==> src/rtl/debounce_pkg.sv <==
// Shared types and helpers for the input debouncer.
// Holds the filter FSM state type and the level/state mapping helpers.
package debounce_pkg;

  typedef enum logic [1:0] {
    STABLE_LO = 2'b00,
    PEND_HI   = 2'b01,
    STABLE_HI = 2'b11,
    PEND_LO   = 2'b10
  } deb_state_t;

  // Debounced level presented while the FSM sits in a given state.
  function automatic logic level_of(input deb_state_t s);
    return (s == STABLE_HI) || (s == PEND_LO);
  endfunction

  function automatic deb_state_t stable_of(input logic lvl);
    return lvl ? STABLE_HI : STABLE_LO;
  endfunction

endpackage

==> src/rtl/sync_m.sv <==
// Multi-flop synchronizer for a single asynchronous level.
// Output is the last flop of a STAGES-deep chain; reset loads INIT everywhere.
module sync_m #(
  parameter int   STAGES = 2,
  parameter logic INIT   = 1'b0
) (
  input  logic clk,
  input  logic rst_n,
  input  logic d,
  output logic q
);

  logic [STAGES-1:0] chain_q;

  always_ff @(posedge clk or negedge rst_n) begin
    if (!rst_n) begin
      chain_q <= {STAGES{INIT}};
    end else begin
      chain_q <= {chain_q[STAGES-2:0], d};
    end
  end

  assign q = chain_q[STAGES-1];

endmodule

==> src/rtl/debounce_m.sv <==
// Debouncer: synchronizes a raw level, accepts a new level only after it holds
// for FILTER consecutive clocks, and emits registered rise/fall pulses.
module debounce_m
  import debounce_pkg::*;
#(
  parameter int   SYNC_STAGES = 2,
  parameter int   FILTER      = 16,
  parameter logic INIT        = 1'b0
) (
  input  logic clk,
  input  logic rst_n,
  input  logic in,
  output logic out,
  output logic rise,
  output logic fall
);

  localparam int              CNT_W    = $clog2(FILTER + 1);
  localparam logic [CNT_W-1:0] CNT_LOAD = CNT_W'(FILTER - 1);
  localparam logic [CNT_W-1:0] CNT_ONE  = CNT_W'(1);

  logic             in_s;
  deb_state_t       state_q, state_d;
  logic [CNT_W-1:0] cnt_q, cnt_d;
  logic             out_d, rise_d, fall_d;

  sync_m #(
    .STAGES (SYNC_STAGES),
    .INIT   (INIT)
  ) u_sync (
    .clk   (clk),
    .rst_n (rst_n),
    .d     (in),
    .q     (in_s)
  );

  // State and counter registers
  always_ff @(posedge clk or negedge rst_n) begin
    if (!rst_n) begin
      state_q <= stable_of(INIT);
      cnt_q   <= '0;
    end else begin
      state_q <= state_d;
      cnt_q   <= cnt_d;
    end
  end

  // Next state; the edge that enters PEND counts as the first of FILTER edges,
  // so the load value is FILTER-1 and the terminal count is 1.
  always_comb begin
    state_d = state_q;
    cnt_d   = '0;
    case (state_q)
      STABLE_LO: begin
        if (in_s) begin
          if (FILTER == 1) begin
            state_d = STABLE_HI;
          end else begin
            state_d = PEND_HI;
            cnt_d   = CNT_LOAD;
          end
        end
      end
      PEND_HI: begin
        if (!in_s) begin
          state_d = STABLE_LO;
        end else if (cnt_q <= CNT_ONE) begin
          state_d = STABLE_HI;
        end else begin
          cnt_d = cnt_q - CNT_ONE;
        end
      end
      STABLE_HI: begin
        if (!in_s) begin
          if (FILTER == 1) begin
            state_d = STABLE_LO;
          end else begin
            state_d = PEND_LO;
            cnt_d   = CNT_LOAD;
          end
        end
      end
      PEND_LO: begin
        if (in_s) begin
          state_d = STABLE_HI;
        end else if (cnt_q <= CNT_ONE) begin
          state_d = STABLE_LO;
        end else begin
          cnt_d = cnt_q - CNT_ONE;
        end
      end
      default: begin
        state_d = stable_of(out);
      end
    endcase
  end

  // Output decode; pulses come from comparing next level with the held level
  always_comb begin
    out_d  = level_of(state_d);
    rise_d = out_d & ~out;
    fall_d = ~out_d & out;
  end

  // Output registers
  always_ff @(posedge clk or negedge rst_n) begin
    if (!rst_n) begin
      out  <= INIT;
      rise <= 1'b0;
      fall <= 1'b0;
    end else begin
      out  <= out_d;
      rise <= rise_d;
      fall <= fall_d;
    end
  end

endmodule

==> config.mk <==
export PLATFORM = sky130hd
export DESIGN_NAME = debounce_m
export DESIGN_NICKNAME = d
export VERILOG_FILES = /design/src/rtl/debounce_pkg.sv /design/src/rtl/sync_m.sv /design/src/rtl/debounce_m.sv
export SDC_FILE = /design/constraint.sdc
export NUM_CORES = 1
export LEC_CHECK = 0
export ABC_CLOCK_PERIOD_IN_PS = 1300
export CAP_MARGIN = 10
export CORE_UTILIZATION = 40
export DETAILED_ROUTE_END_ITERATION = 10
export PLACE_DENSITY_LB_ADDON = 0.2
export REMOVE_ABC_BUFFERS = 1
export SLEW_MARGIN = 20
export SYNTH_ARGS = -nofsm -noshare
export SYNTH_HDL_FRONTEND = slang
export SYNTH_SLANG_ARGS = --single-unit
==> constraint.sdc <==
create_clock -name clk -period 1.3 [get_ports clk]
set_input_delay 0.39 -clock clk [delete_from_list [all_inputs] [get_ports clk]]
set_output_delay 0.39 -clock clk [all_outputs]
set_load 0.05 [all_outputs]
======== Word-level counts from Yosys, hierarchy flattened ========
Cells that the tools add are included.
Widths: inputs -> output; s select.
word-level totals
  register bits after elaboration ......... 12
operators by class
  reduce and logical (&&, ||, !) cells .... 2
  add/sub/neg operators ................... 1
  multiplexer cells ....................... 13
  eq/ne operators ......................... 5
  bitwise gates (word level) .............. 4
  order comparisons ....................... 1
operators by type and width
  cell                 count
  $pmux 5 s4           1
  $mux 5               3
  $mux 2               6
  $eq 2x2->1 const B   4
  $mux 4               2
  $pmux 2 s4           1
  $le 5x1->1 const B   1
  $sub 5x1->5 const B  1
  $and 1x1->1          2
  $eq 2x1->1 const B   1
  $logic_not 2->1      1
  $not 1->1            2
  $logic_or 1x1->1     1

======== Depth between registers and ports, before layout ========
Gate-level depths: netlist of the first run.
  depth after elaboration ................. 8
  depth in mapped cells ................... 5
  depth with buffers taken out ............ 5

======== Hierarchy ========
From an unflattened synthesis of the first run, not the netlist that was laid out.
second synthesis, totals
  cell total of the unflattened synthesis .. 50
  area, all modules ....................... 569.3 µm²
by module, submodules not included
  module      area an instance (µm²)  cells each  times used  seq. area each (µm²)
  debounce_m  519.2                   48          1           250.2
  sync_m      50.0                    2           1           50.0

======== Least setup slack after synthesis of the first run ========
OpenSTA, ideal clock, no wires.
  kind .................................... register to register
  from .................................... reg cnt_q[0]
  to ...................................... reg fall
  setup slack ............................. -0.013 ns
  arrival time ............................ 1.193 ns
  library setup time ...................... 0.120 ns
  stages on the path, launching flop included .. 5
  period minus slack after synthesis ...... 1.313 ns
  required time ........................... 1.180 ns
  cells stage by stage .................... dfrtp_1 > ha_1 > o21ba_1 > o31ai_4 > and4_1
on the way
  cells in the longest elaborated chain, start to end .. 8
  elaborated cells between the ends (all ways) .. 11
  classes of those cells .................. order compare (1); eq/ne (2); mux (5); bitwise (2); reduce/logical (1)
RTL lines
  what                       RTL line                            RTL
  start: declaration         debounce_m.sv:24                    logic [CNT_W-1:0] cnt_q, cnt_d;
  start signal: assignment   debounce_m.sv:44                    cnt_q <= cnt_d;
  $le 5x1->1 *               debounce_m.sv:67, debounce_m.sv:86
  $mux 2 (on tied branches)  debounce_m.sv:86, debounce_m.sv:67
  $mux 2 (on tied branches)  debounce_m.sv:84, debounce_m.sv:65
  $pmux 2 s4 *               debounce_m.sv:53                    case (state_q)
  $eq 2x2->1                 debounce_pkg.sv:14                  return (s == STABLE_HI) || (s == PEND_LO);
  $logic_or 1x1->1 *         debounce_pkg.sv:14
  $not 1->1 *                debounce_m.sv:102                   fall_d = ~out_d & out;
  $and 1x1->1 *              debounce_m.sv:102
  via fall_d                 debounce_m.sv:25                    logic out_d, rise_d, fall_d;
  end signal: assignment     debounce_m.sv:114                   fall <= fall_d;
  end: declaration           debounce_m.sv:15                    output logic fall
Mark *: on every way through the listed nets, which the timed path passes. The rest lies on a longest branch.

======== Final worst setup path of the first run ========
Same ends and word-level chain as after synthesis.

==> results, run 1 <==
- The run finished with clean final reports.
- The analysis attributes to cell leakage a power of about 0.36 nW.
- Including well taps, the total number of placed cells is 74.
- Measured along the y axis, the die boundary spans roughly 40 um.
- STA classifies the critical path startpoint as a flip-flop.
- Compared with the post-synthesis result, the final layout area differs by 37.6%.
- Once detail routing completed, the nets flagged for antenna violations numbered 0.
- The detailed-route vias per instance is 5.43.
- The half-perimeter wire length of the detailed placement result is 725 um.
- The final critical-path share of the clock period is a little under 100%.
- The count of unique library cells instantiated by Yosys is 27.
- The routability congestion estimate from global placement is 0.767.
- The overflow left after global routing is 0.
- The number of cells on the worst hold path is 0.
- The average instance in the mapped netlist occupies ~12 um^2.
- For this design, the sink count on the clock tree is 12.
- The critical path is of the reg2reg type.
- The TritonCTS clock tree is done.
- The maximum number of pins on one net before global-route repair is 13.
- The register clock-pin slew on the reported worst setup and hold paths is 0.08 ns.
- The data required time at the worst endpoint is 1.51 ns.
- The initial standard-cell utilization of the core is 44.1%.
- The number of endpoints with negative hold slack in the final report was 0.
- The final route contains 434 vias.
- CTS built an H-tree with a depth of 1.
- Sequential cells were found to cover 50.4% of the synthesized design area.
- The global routing usage summed across all routing layers is between 15 and 20%.
- The count of warnings emitted by yosys is 0.
- The number of synthesized register bits is 12.
- In the layout the commonest cells are 11 x sky130_fd_sc_hd__dfrtp_1, 6 x sky130_fd_sc_hd__buf_4, 3 x sky130_fd_sc_hd__nand2_1, 3 x sky130_fd_sc_hd__clkbuf_4, 3 x sky130_fd_sc_hd__buf_12.
- In the final routed layout, each cell accounts on average for roughly 13 um.
- In the final timing run, aggregate negative setup slack is 0 ns.
- The floorplan has 13 rows.
- The buffer type at the clock tree root is sky130_fd_sc_hd__clkbuf_4.
- The number of ports placed on the die boundary is 6.
- The worst clock skew is roughly 0.00053 ns.
- The shortest clock period the worst path allows after layout is 1.29 ns.
- The horizontal die dimension is a little over 40 um.
- Headroom to the max-slew limit came out at 80.7%.
- Setup violations remaining at the end of the flow were counted as 0.
- Data arrives at the worst endpoint at 1.50 ns.
- The slew at the pin with the worst max-slew slack is 0.290 ns.
- The later pin in the worst-skew pair is clocked with a latency of 0.27 ns.
- For this run, the share of the core covered by cells in the final layout is 60.7%.
- Max-cap violations in this run came to 0.
- The type of element capturing the critical path is a flip-flop.
- VDD sags by at most approximately 1.4 mV.
- The first TritonRoute pass finished after 2 iterations.
- The first-pass GRT wire length is ~1600 um.
- Summing all non-filler instances in the final layout gives an area of between 800 and 900 um^2.
- The number of input and output port buffers inserted is 5.
- The max-slew violation total from the final report came to 0.
- The antenna cell count is 0.
- Of all nets on the critical path, the largest fanout is 4.
- The fraction of layout instances using a drive strength above 1 is 43.1%.
- The final cell count without fillers is 80.
- The netlist area before placement is 596 um^2.
- The tightest min-delay check is of the reg2reg type.
- Setup repair after global routing could not meet its margin everywhere.
- The TritonCTS buffer count is 3.
- In the routed design, unresolved DRC markers number 0.
- The starting DRC count in detailed routing is 5.
- The power density over the cells is between 2000 and 3000 nW/um^2.
- The post-route worst hold slack is 0.355 ns.
- Summing all placed instances gives a cell area of about 730 um^2.
- The core region is 1350 um^2.
- The via count of the first global-routing pass is 355.
- For the worst flop-to-flop path, the logic depth is 4.
- The total detailed-routing wirelength is 1050 um.
- For this run, the top clock speed supported by timing is 775 MHz.
- The longest clock path from root to sink contains 2 buffers.
- The quantity of hold-fixing buffers added after cts is 0.
- The commonest non-fill, non-tap cell in the layout is sky130_fd_sc_hd__dfrtp_1.
- The number of nets in the final layout is 71.
- The number of antenna violations at the first check in global routing is 0.
- The number of instances in the synthesized netlist is 50.
- The die covers 1650 um^2.
[synthesized netlist by cell type]
| master | instances | area share, % |
|---|---|---|
| sky130_fd_sc_hd__a31oi_1 | 1 | 1.1 |
| sky130_fd_sc_hd__nor2b_1 | 1 | 1.1 |
| sky130_fd_sc_hd__a211oi_1 | 1 | 1.3 |
| sky130_fd_sc_hd__o21ba_1 | 1 | 1.7 |
| sky130_fd_sc_hd__o31ai_4 | 1 | 3.6 |
| sky130_fd_sc_hd__and2b_2 | 2 | 2.9 |
| sky130_fd_sc_hd__or3_4 | 1 | 1.9 |
| sky130_fd_sc_hd__o221ai_1 | 2 | 2.9 |
| sky130_fd_sc_hd__nand2_1 | 3 | 1.9 |
| sky130_fd_sc_hd__and4_1 | 1 | 1.5 |
| sky130_fd_sc_hd__nor3_1 | 2 | 1.7 |
| sky130_fd_sc_hd__xnor2_1 | 1 | 1.5 |
| sky130_fd_sc_hd__dfrtp_1 | 12 | 50 |
| sky130_fd_sc_hd__nand3_1 | 2 | 1.7 |
| sky130_fd_sc_hd__nor3b_1 | 3 | 3.8 |
| sky130_fd_sc_hd__mux2i_4 | 1 | 3.8 |
| sky130_fd_sc_hd__clkbuf_1 | 1 | 0.63 |
| sky130_fd_sc_hd__o21ai_0 | 1 | 0.84 |
| sky130_fd_sc_hd__nor2_1 | 1 | 0.63 |
| sky130_fd_sc_hd__ha_1 | 2 | 4.2 |
| sky130_fd_sc_hd__inv_1 | 3 | 1.9 |
| sky130_fd_sc_hd__o21bai_1 | 1 | 1.3 |
| sky130_fd_sc_hd__mux2i_1 | 2 | 3.4 |
| sky130_fd_sc_hd__nand4_1 | 1 | 1.1 |
| sky130_fd_sc_hd__xor2_1 | 1 | 1.5 |
| sky130_fd_sc_hd__nand2_2 | 1 | 1.1 |
| sky130_fd_sc_hd__o22ai_1 | 1 | 1.1 |
[stage by stage]
step | total power [W] | worst slack, ns
after floorplan | 0.00130 | -0.0133
after global placement | 0.00173 | 0.00640
after detailed placement | 0.00173 | -0.0224
after CTS | 0.00215 | -0.0300
after global routing | 0.00235 | -0.0445
final | 0.00220 | 0.0104
[state kept, by name, summed over array words and instances (netlist names)]
name / cells
cnt_q: 5
state_q: 2
u_sync.chain_q: 2
fall: 1
out: 1
rise: 1
[cell families (layout without fill, tap and decap cells)]
family	count (synthesis)	in the layout	share of synthesized area (%)
mux	3	3	7.14
buf+inv	4	19	2.52
simple gates	18	18	19.1
fa+ha+maj	2	2	4.20
flops	12	12	50.4
compound gates	9	9	13.7
xor+xnor	2	2	2.94
[worst max-delay path, stage by stage (launching register included)]
cell                      delay, ns
sky130_fd_sc_hd__dfrtp_1       0.43
sky130_fd_sc_hd__buf_6         0.15
sky130_fd_sc_hd__o21ba_4       0.21
sky130_fd_sc_hd__o31ai_4       0.22
sky130_fd_sc_hd__and4_1        0.22
[report_power, final]
group / internal (W) / switching, W / leakage [nW]
Sequential: 0.000507 / 0.000152 / 0.142
Combinational: 0.000649 / 0.000597 / 0.193
Clock: 0.000170 / 0.000128 / 0.0210
Total: 0.00133 / 0.000877 / 0.356
[final timing paths]
path | startpoint | to | slack (ns)
hold reg to reg | u_sync.chain_q[0] | u_sync.chain_q[1] | 0.35
min in group asynchronous | rst_n | cnt_q[3] | 0.40
setup / recovery | cnt_q[0] | fall | 0.01
setup reg to reg | cnt_q[0] | fall | 0.01
max in group asynchronous | rst_n | cnt_q[2] | 0.73
hold / removal | u_sync.chain_q[0] | u_sync.chain_q[1] | 0.35
[area by class of cell]
class                   count  area (um^2)
inverters                   3         11.3
clock buffers               4         36.3
multi-input cells          34          315
fillers                   115          531
repair buffers             12          136
flip-flops and latches     12          302
well taps                  15         18.8
[metal layers]
layer	wire length, um	up-vias	global-route usage [%]
li1	-	214	-
met1	540	211	21.4
met2	475	7	22.6
met3	31	2	5.00
met4	5	0	7.50
met5	0	-	0
[repair_timing]
item / CTS / global route
resized for setup: 6 / 5
buffers inserted: 1 / 1
pin swaps: 2 / 2
endpoints found under the setup margin: 4 / 7
gates cloned: 0 / 0
(Power assumes the default switching activity.)
==> inputs of run 2 (changes only) <==
CORE_AREA = 2 2 39 41   (was default)
CORE_UTILIZATION = default   (was 40)
DIE_AREA = 0 0 41 43   (was default)
==> run 2 against run 1 <==
Effect of this change: the run now ends with setup timing left; worst setup slack lost 0.063 ns; first-iteration DRC count fell by 100%; power up 0.69%; critical path depth unchanged; utilization fell by 0.67 points; critical path type unchanged; largest power group unchanged.
==> results, run 2 (synthesized netlist as in run 1, its figures left out) <==
- The run finished, with violations left.
- The checks that failed: setup timing.
- The flip-flop count of the largest register after layout is 5.
- The post-route netlist has between 40% and 50% of its cells at a drive strength greater than 1.
- The DRC violation count after routing is 0.
- The number of antenna violations at the first check in global routing came to 0.
- The layout has 119 filler cells.
- The internal power of the cells totals 0.00133 W.
- The worst slew margin relative to its limit is 81.3%.
- The later pin in the worst-skew pair is clocked with a latency of 0.28 ns.
- In this run switching power makes up 40.1% of total power.
- The max-slew violation total from the final report came to 0.
- The upper clock frequency limit is between 700 and 800 MHz.
- During placement, the flow inserted port buffers numbering 5.
- The tool flagged a number of max-cap violations equal to 0.
- Detailed placement ended at an HPWL of a little under 800 um.
- The die footprint is about 1800 um^2.
- The buffer type at the clock tree root is sky130_fd_sc_hd__clkbuf_4.
- At the worst endpoint, the arrival time is 1.58 ns.
- For this design, the sink count on the clock tree is 12.
- The TritonCTS clock tree is done.
- The maximum number of pins on one net before global-route repair is 13.
- Final hold analysis gives a worst-case slack of 0.358 ns.
- The class of the worst hold path is reg2reg.
- Summing over every cut layer, the via total after detailed routing is around 420.
- For this run, the detailed router's first-pass iteration total came to 1.
- The detail route stage leaves a number of antenna-violating nets equal to 0.
- In the final layout, the registers with the most flip-flops are cnt_q: 5 flops, state_q: 2 flops, u_sync.chain_q: 2 flops.
- STA classifies the critical path endpoint as a flip-flop.
- The floorplan row count is 14.
- Along the worst path, the maximum fanout reaches 4.
- The slew at the pin with the worst max-slew slack is 0.279 ns.
- The number of buffers on the longest clock path is 2.
- The count of cells along the worst register-to-register path is 4.
- After clock tree synthesis, the flow added hold-fix buffers numbering 0.
- The net switching power is a little under 0.0009 W.
- The final-layout setup total negative slack is -0.0563 ns.
- The number of ports placed on the die boundary is 6.
- The core region is 1380 um^2.
- In the post-route analysis, the smallest setup slack over all paths is -0.0530 ns.
- Counting flops per register, the top entry is cnt_q.
- The worst setup path is launched from a flip-flop.
- For this run the aggregate overflow at the end of global routing stands at 0.
- The routed design has between 1000 and 1500 um of wire.
- After routing the design area is 831 um^2.
- CTS built an H-tree with a depth of 1.
- The commonest non-fill, non-tap cell in the layout is sky130_fd_sc_hd__dfrtp_1.
- The shortest clock period the worst path allows after layout is 1.35 ns.
- TritonCTS created 3 clock buffers.
- The overall power after layout is 0.00222 W.
- From left edge to right edge, the die measures 41 um.
- In the final routed layout, each cell accounts on average for ~14 um.
- The peak ir drop on the vdd network is 1.16 mV.
- The number of nets in the final layout is 73.
- The final number of setup-violating endpoints is 2.
- The share of total power in the clock network is between 10 and 15%.
- The antenna cell count is 0.
- The initial standard-cell utilization of the core is a little over two fifths.
- The overall die height is about 43 um.
- The data required time at the worst endpoint is 1.52 ns.
- The leakage power total is 0.364 nW.
- Routability-driven placement finished with a final weighted congestion of around 0.74.
- The power density over the cells is 2670 nW/um^2.
- The critical path in this run is classified as reg2reg.
- The detailed router finished its first iteration with 0 violations.
- The library cells used most frequently in the layout, excluding fill and tap cells, are 12 x sky130_fd_sc_hd__dfrtp_1, 8 x sky130_fd_sc_hd__buf_4, 3 x sky130_fd_sc_hd__nand2_1, 3 x sky130_fd_sc_hd__clkbuf_4, 3 x sky130_fd_sc_hd__buf_12.
- The via count of the first global-routing pass is between 400 and 500.
- The final critical-path share of the clock period is 104%.
- The first-pass GRT wire length is 1770 um.
- The placement-stage cell area is between 700 and 800 um^2.
- The worst hold path passes through 0 cells.
- The area growth from synthesis to layout is 39.5%.
- Setup repair after global routing could not meet its margin everywhere.
- The sequential power share is 29.9%.
- The number of endpoints with negative hold slack in the final report is 0.
- The register clock-pin slew on the reported worst setup and hold paths is 0.08 ns.
- Using the TritonRoute via totals, the vias-per-cell ratio works out to a little over 5.
- For this run, the total global-route usage over all layers was measured as 15.6%.
- The share of power burned in combinational logic is 56.4%.
- On the final layout, the worst clock skew is 0.00255 ns.
-- run 2: metrics by stage --
stage / utilization [%] / instances / worst slack, ns
CTS: 56.3 / 80 / -0.000470
global route: 60.0 / 83 / -0.0946
detailed placement: 53.3 / 76 / -0.0373
floorplan: - / 49 / -0.0133
global placement: 53.3 / 76 / 0.00507
finish: 60.0 / 83 / -0.0530
-- run 2: path summary, 6_finish.rpt --
| path | startpoint | to | slack [ns] |
|---|---|---|---|
| setup reg to reg | cnt_q[0] | fall | -0.05 |
| hold reg to reg | u_sync.chain_q[0] | u_sync.chain_q[1] | 0.36 |
| hold / removal | u_sync.chain_q[0] | u_sync.chain_q[1] | 0.36 |
| setup / recovery | cnt_q[0] | fall | -0.05 |
| min in group asynchronous | rst_n | cnt_q[4] | 0.40 |
| max in group asynchronous | rst_n | cnt_q[0] | 0.75 |
-- run 2: worst max-delay path: stages (launching register included) --
cell and delay, ns:
sky130_fd_sc_hd__dfrtp_1 0.44, sky130_fd_sc_hd__buf_6 0.15, sky130_fd_sc_hd__o21ba_4 0.21, sky130_fd_sc_hd__o31ai_4 0.26
sky130_fd_sc_hd__and4_1 0.23
-- run 2: power groups by stage --
stage          logic (W)  registers [W]  clock network [W]
2_1_floorplan   0.000524       0.000780                  0
3_3_place_gp     0.00109       0.000637                  0
3_5_place_dp     0.00110       0.000644                  0
4_1_cts          0.00114       0.000636           0.000308
5_1_grt          0.00135       0.000681           0.000325
6_report         0.00125       0.000662           0.000306
-- run 2: area by class of cell --
cell class                      instances  area [um^2]  area share [%]
Tap cell                               16         20.0            2.41
Timing Repair Buffer                   14          151            18.2
Multi-Input combinational cell         34          312            37.5
Sequential cell                        12          300            36.1
Clock buffer                            4         36.3            4.37
Inverter                                3         11.3            1.36
-- run 2: metal layers --
layer	global-route usage (%)	wire (um)	up-vias
met1	19.9	498	194
met5	0	0	-
met2	22.8	562	8
met3	3.14	35	5
li1	-	-	217
met4	10.0	34	0
-- run 2: repair_timing --
item | 4_1_cts | 5_1_grt
buffers inserted | 0 | 3
pin swaps | 0 | 3
endpoints found under the setup margin | 1 | 6
resized for setup | 2 | 7
==> inputs of run 3 (changes only) <==
MAX_ROUTING_LAYER = met4   (was default)
==> run 3 against run 2 <==
Effect of this change: the run still ends with setup timing left; clock-buffer cell count unchanged; via count decreased by 0.47%; design area unchanged; register-to-register slack about the same; sequential cell count unchanged; power increased by 0.29%; die area unchanged; highest routed layer unchanged; clock power about the same; largest power group unchanged; worst hold slack improved by 0.00087 ns; cell count unchanged; utilization unchanged.
==> results, run 3 (synthesized netlist as in run 1, its figures left out) <==
- The net count of the finished layout is 73.
- Detailed placement finished with a half-perimeter wire length of 784 um.
- The initialized floorplan defines 14 standard-cell rows.
- The later pin in the worst-skew pair is clocked with a latency of approximately 0.28 ns.
- The core occupancy in the finished layout is 60.0%.
- In this run the tool buffered the top-level ports with 5 buffer cells.
- The data required time at the worst endpoint is 1.52 ns.
- The number of cells on the worst hold path is 0.
- The register clock-pin slew on the reported worst setup and hold paths is 0.08 ns.
- The critical path is of the reg2reg type.
- Dividing the final minimum period by the clock period gives 104%.
- Of all nets on the critical path, the largest fanout is 4.
- The clock drives 12 sinks.
- The shortest clock period the worst path allows after layout is 1.36 ns.
- The count of maximum capacitance violations is 0.
- The run finished, with violations left.
- The type of element capturing the critical path is a flip-flop.
- For this run the aggregate overflow at the end of global routing stands at 0.
- TritonCTS built the clock tree.
- The final reports fail on setup timing.
- IR analysis of the VDD net gives a maximum drop of around 1.2 mV.
- The horizontal die dimension is between 40 and 50 um.
- During I/O placement, the number of pins put on the boundary was 6.
- STA classifies the critical path startpoint as a flip-flop.
- The top cell types in the final layout, fill and taps aside, are 12 x sky130_fd_sc_hd__dfrtp_1, 8 x sky130_fd_sc_hd__buf_4, 3 x sky130_fd_sc_hd__nand2_1, 3 x sky130_fd_sc_hd__clkbuf_4, 3 x sky130_fd_sc_hd__buf_12.
- The register with the most flip-flops in the layout has 5 of them.
- The first-pass GRT wire length is about 1800 um.
- The fraction of layout instances using a drive strength above 1 is 41.8%.
- CTS built an H-tree with a depth of 1.
- The smallest setup slack after layout is -0.0564 ns.
- In this run the vertical extent of the chip is 43 um.
- The power density over the cells is 2680 nW/um^2.
- The buffer type at the clock tree root is sky130_fd_sc_hd__clkbuf_4.
- Summing over every cut layer, the via total after detailed routing is 422.
- Data on the critical path arrives at its endpoint at 1.58 ns.
- No sink is reached through more buffers than the 2 on the longest clock path.
- For this run, the total global-route usage over all layers was measured as 16.2%.
- The number of endpoints with negative hold slack in the final report is 0.
- The worst hold path begins at u_sync.chain_q[0].
- In the final routed layout, each cell accounts on average for about 14 um.
- The detail route stage leaves a number of antenna-violating nets equal to 0.
- The upper clock frequency limit is roughly 740 MHz.
- Setup repair after global routing could not meet its margin everywhere.
- The core region is ~1400 um^2.
- In this run, CTS created clock tree buffers numbering 3.
- The DRC violation count after routing is 0.
- The maximum number of pins on one net before global-route repair is 13.
- The number of antenna diodes in the final layout is 0.
- The number of antenna violations at the first check in global routing is 0.
- The hold-critical path endpoint is u_sync.chain_q[1].
- At the pin with the least slew margin, the transition time is 0.279 ns.
- The routed design has 1150 um of wire.
- In this run the critical register-to-register path is launched from cnt_q[0].
- The post-route worst hold slack is 0.358 ns.
- The setup slack of the worst register-to-register path is -0.06 ns.
- Setup total negative slack on the finished layout was measured at -0.0658 ns.
- The commonest non-fill, non-tap cell in the layout is sky130_fd_sc_hd__dfrtp_1.
- Dividing the detail-routed via count by the number of cells gives 5.08.
- Measured against its own limit, the worst slew margin works out to approximately four fifths.
- The starting DRC count in detailed routing is 0.
- The initial standard-cell utilization of the core is 43.0%.
- Compared with the post-synthesis result, the final layout area differs by 39.5%.
- The class of the worst hold path is reg2reg.
- The worst clock skew is roughly 0.00083 ns.
- The die footprint is 1760 um^2.
- The final number of setup-violating endpoints is 3.
- The routability congestion estimate from global placement is between 0.7 and 0.8.
- After layout, the design draws a total of 0.00222 W.
- The leakage power total is ~0.36 nW.
- The endpoint identified for the worst register-to-register timing path is fall.
- The number of detailed-routing iterations run before antenna repair is 1.
- In the final layout, the registers with the most flip-flops are cnt_q: 5 flops, state_q: 2 flops, u_sync.chain_q: 2 flops.
- More flip-flops sit in one register than any other, and that register is cnt_q.
- The number of cells on the worst reg-to-reg path is 4.
- The max-slew violation total from the final report was 0.
- The via count of the first global-routing pass came to between 400 and 500.
-- run 3: cell type report --
class / count / area (um^2)
Tap cell: 16 / 20.0
Timing Repair Buffer: 14 / 151
Sequential cell: 12 / 300
Multi-Input combinational cell: 34 / 312
Inverter: 3 / 11.3
Fill cell: 119 / 553
Clock buffer: 4 / 36.3
-- run 3: what timing repair did --
item                                    CTS  global route
pin swaps                                 0             3
hold buffers                              0             0
endpoints found under the setup margin    1             6
buffers inserted                          0             3
gates resized for setup                   2             7
-- run 3: critical path: stages, from the launching register on --
cell                      delay, ns
sky130_fd_sc_hd__dfrtp_1       0.44
sky130_fd_sc_hd__buf_6         0.15
sky130_fd_sc_hd__o21ba_4       0.21
sky130_fd_sc_hd__o31ai_4       0.26
sky130_fd_sc_hd__and4_1        0.23
-- run 3: report_power, final --
group / switching, W / leakage (nW) / internal, W / total [W]
registers: 0.000161 / 0.144 / 0.000503 / 0.000664
clock network: 0.000137 / 0.0210 / 0.000171 / 0.000308
logic: 0.000596 / 0.200 / 0.000655 / 0.00125
-- run 3: worst max-delay path by stage --
stage | start | endpoint | slack [ns] | depth (start not counted)
final | cnt_q[0] | fall | -0.06 | 4
after global routing | cnt_q[0] | fall | -0.09 | 4
after CTS | cnt_q[1] | fall | -0.0005 | 5
after detailed placement | cnt_q[0] | fall | -0.04 | 4
after global placement | cnt_q[0] | fall | 0.005 | 4
after floorplan | cnt_q[0] | fall | -0.01 | 4
-- run 3: stage by stage --
stage / std cells / instance area [um^2] / worst slack (ns)
after floorplan: 49 / 592 / -0.0133
after global placement: 76 / 737 / 0.00507
after detailed placement: 76 / 737 / -0.0373
after CTS: 80 / 779 / -0.000470
after global routing: 83 / 831 / -0.0948
final: 83 / 831 / -0.0564
-- run 3: metal layers --
metal	share of wire (%)	track usage [%]
met5	0	-
met4	3.0	10.0
met3	3.0	3.14
met2	49	22.8
met1	45	20.6
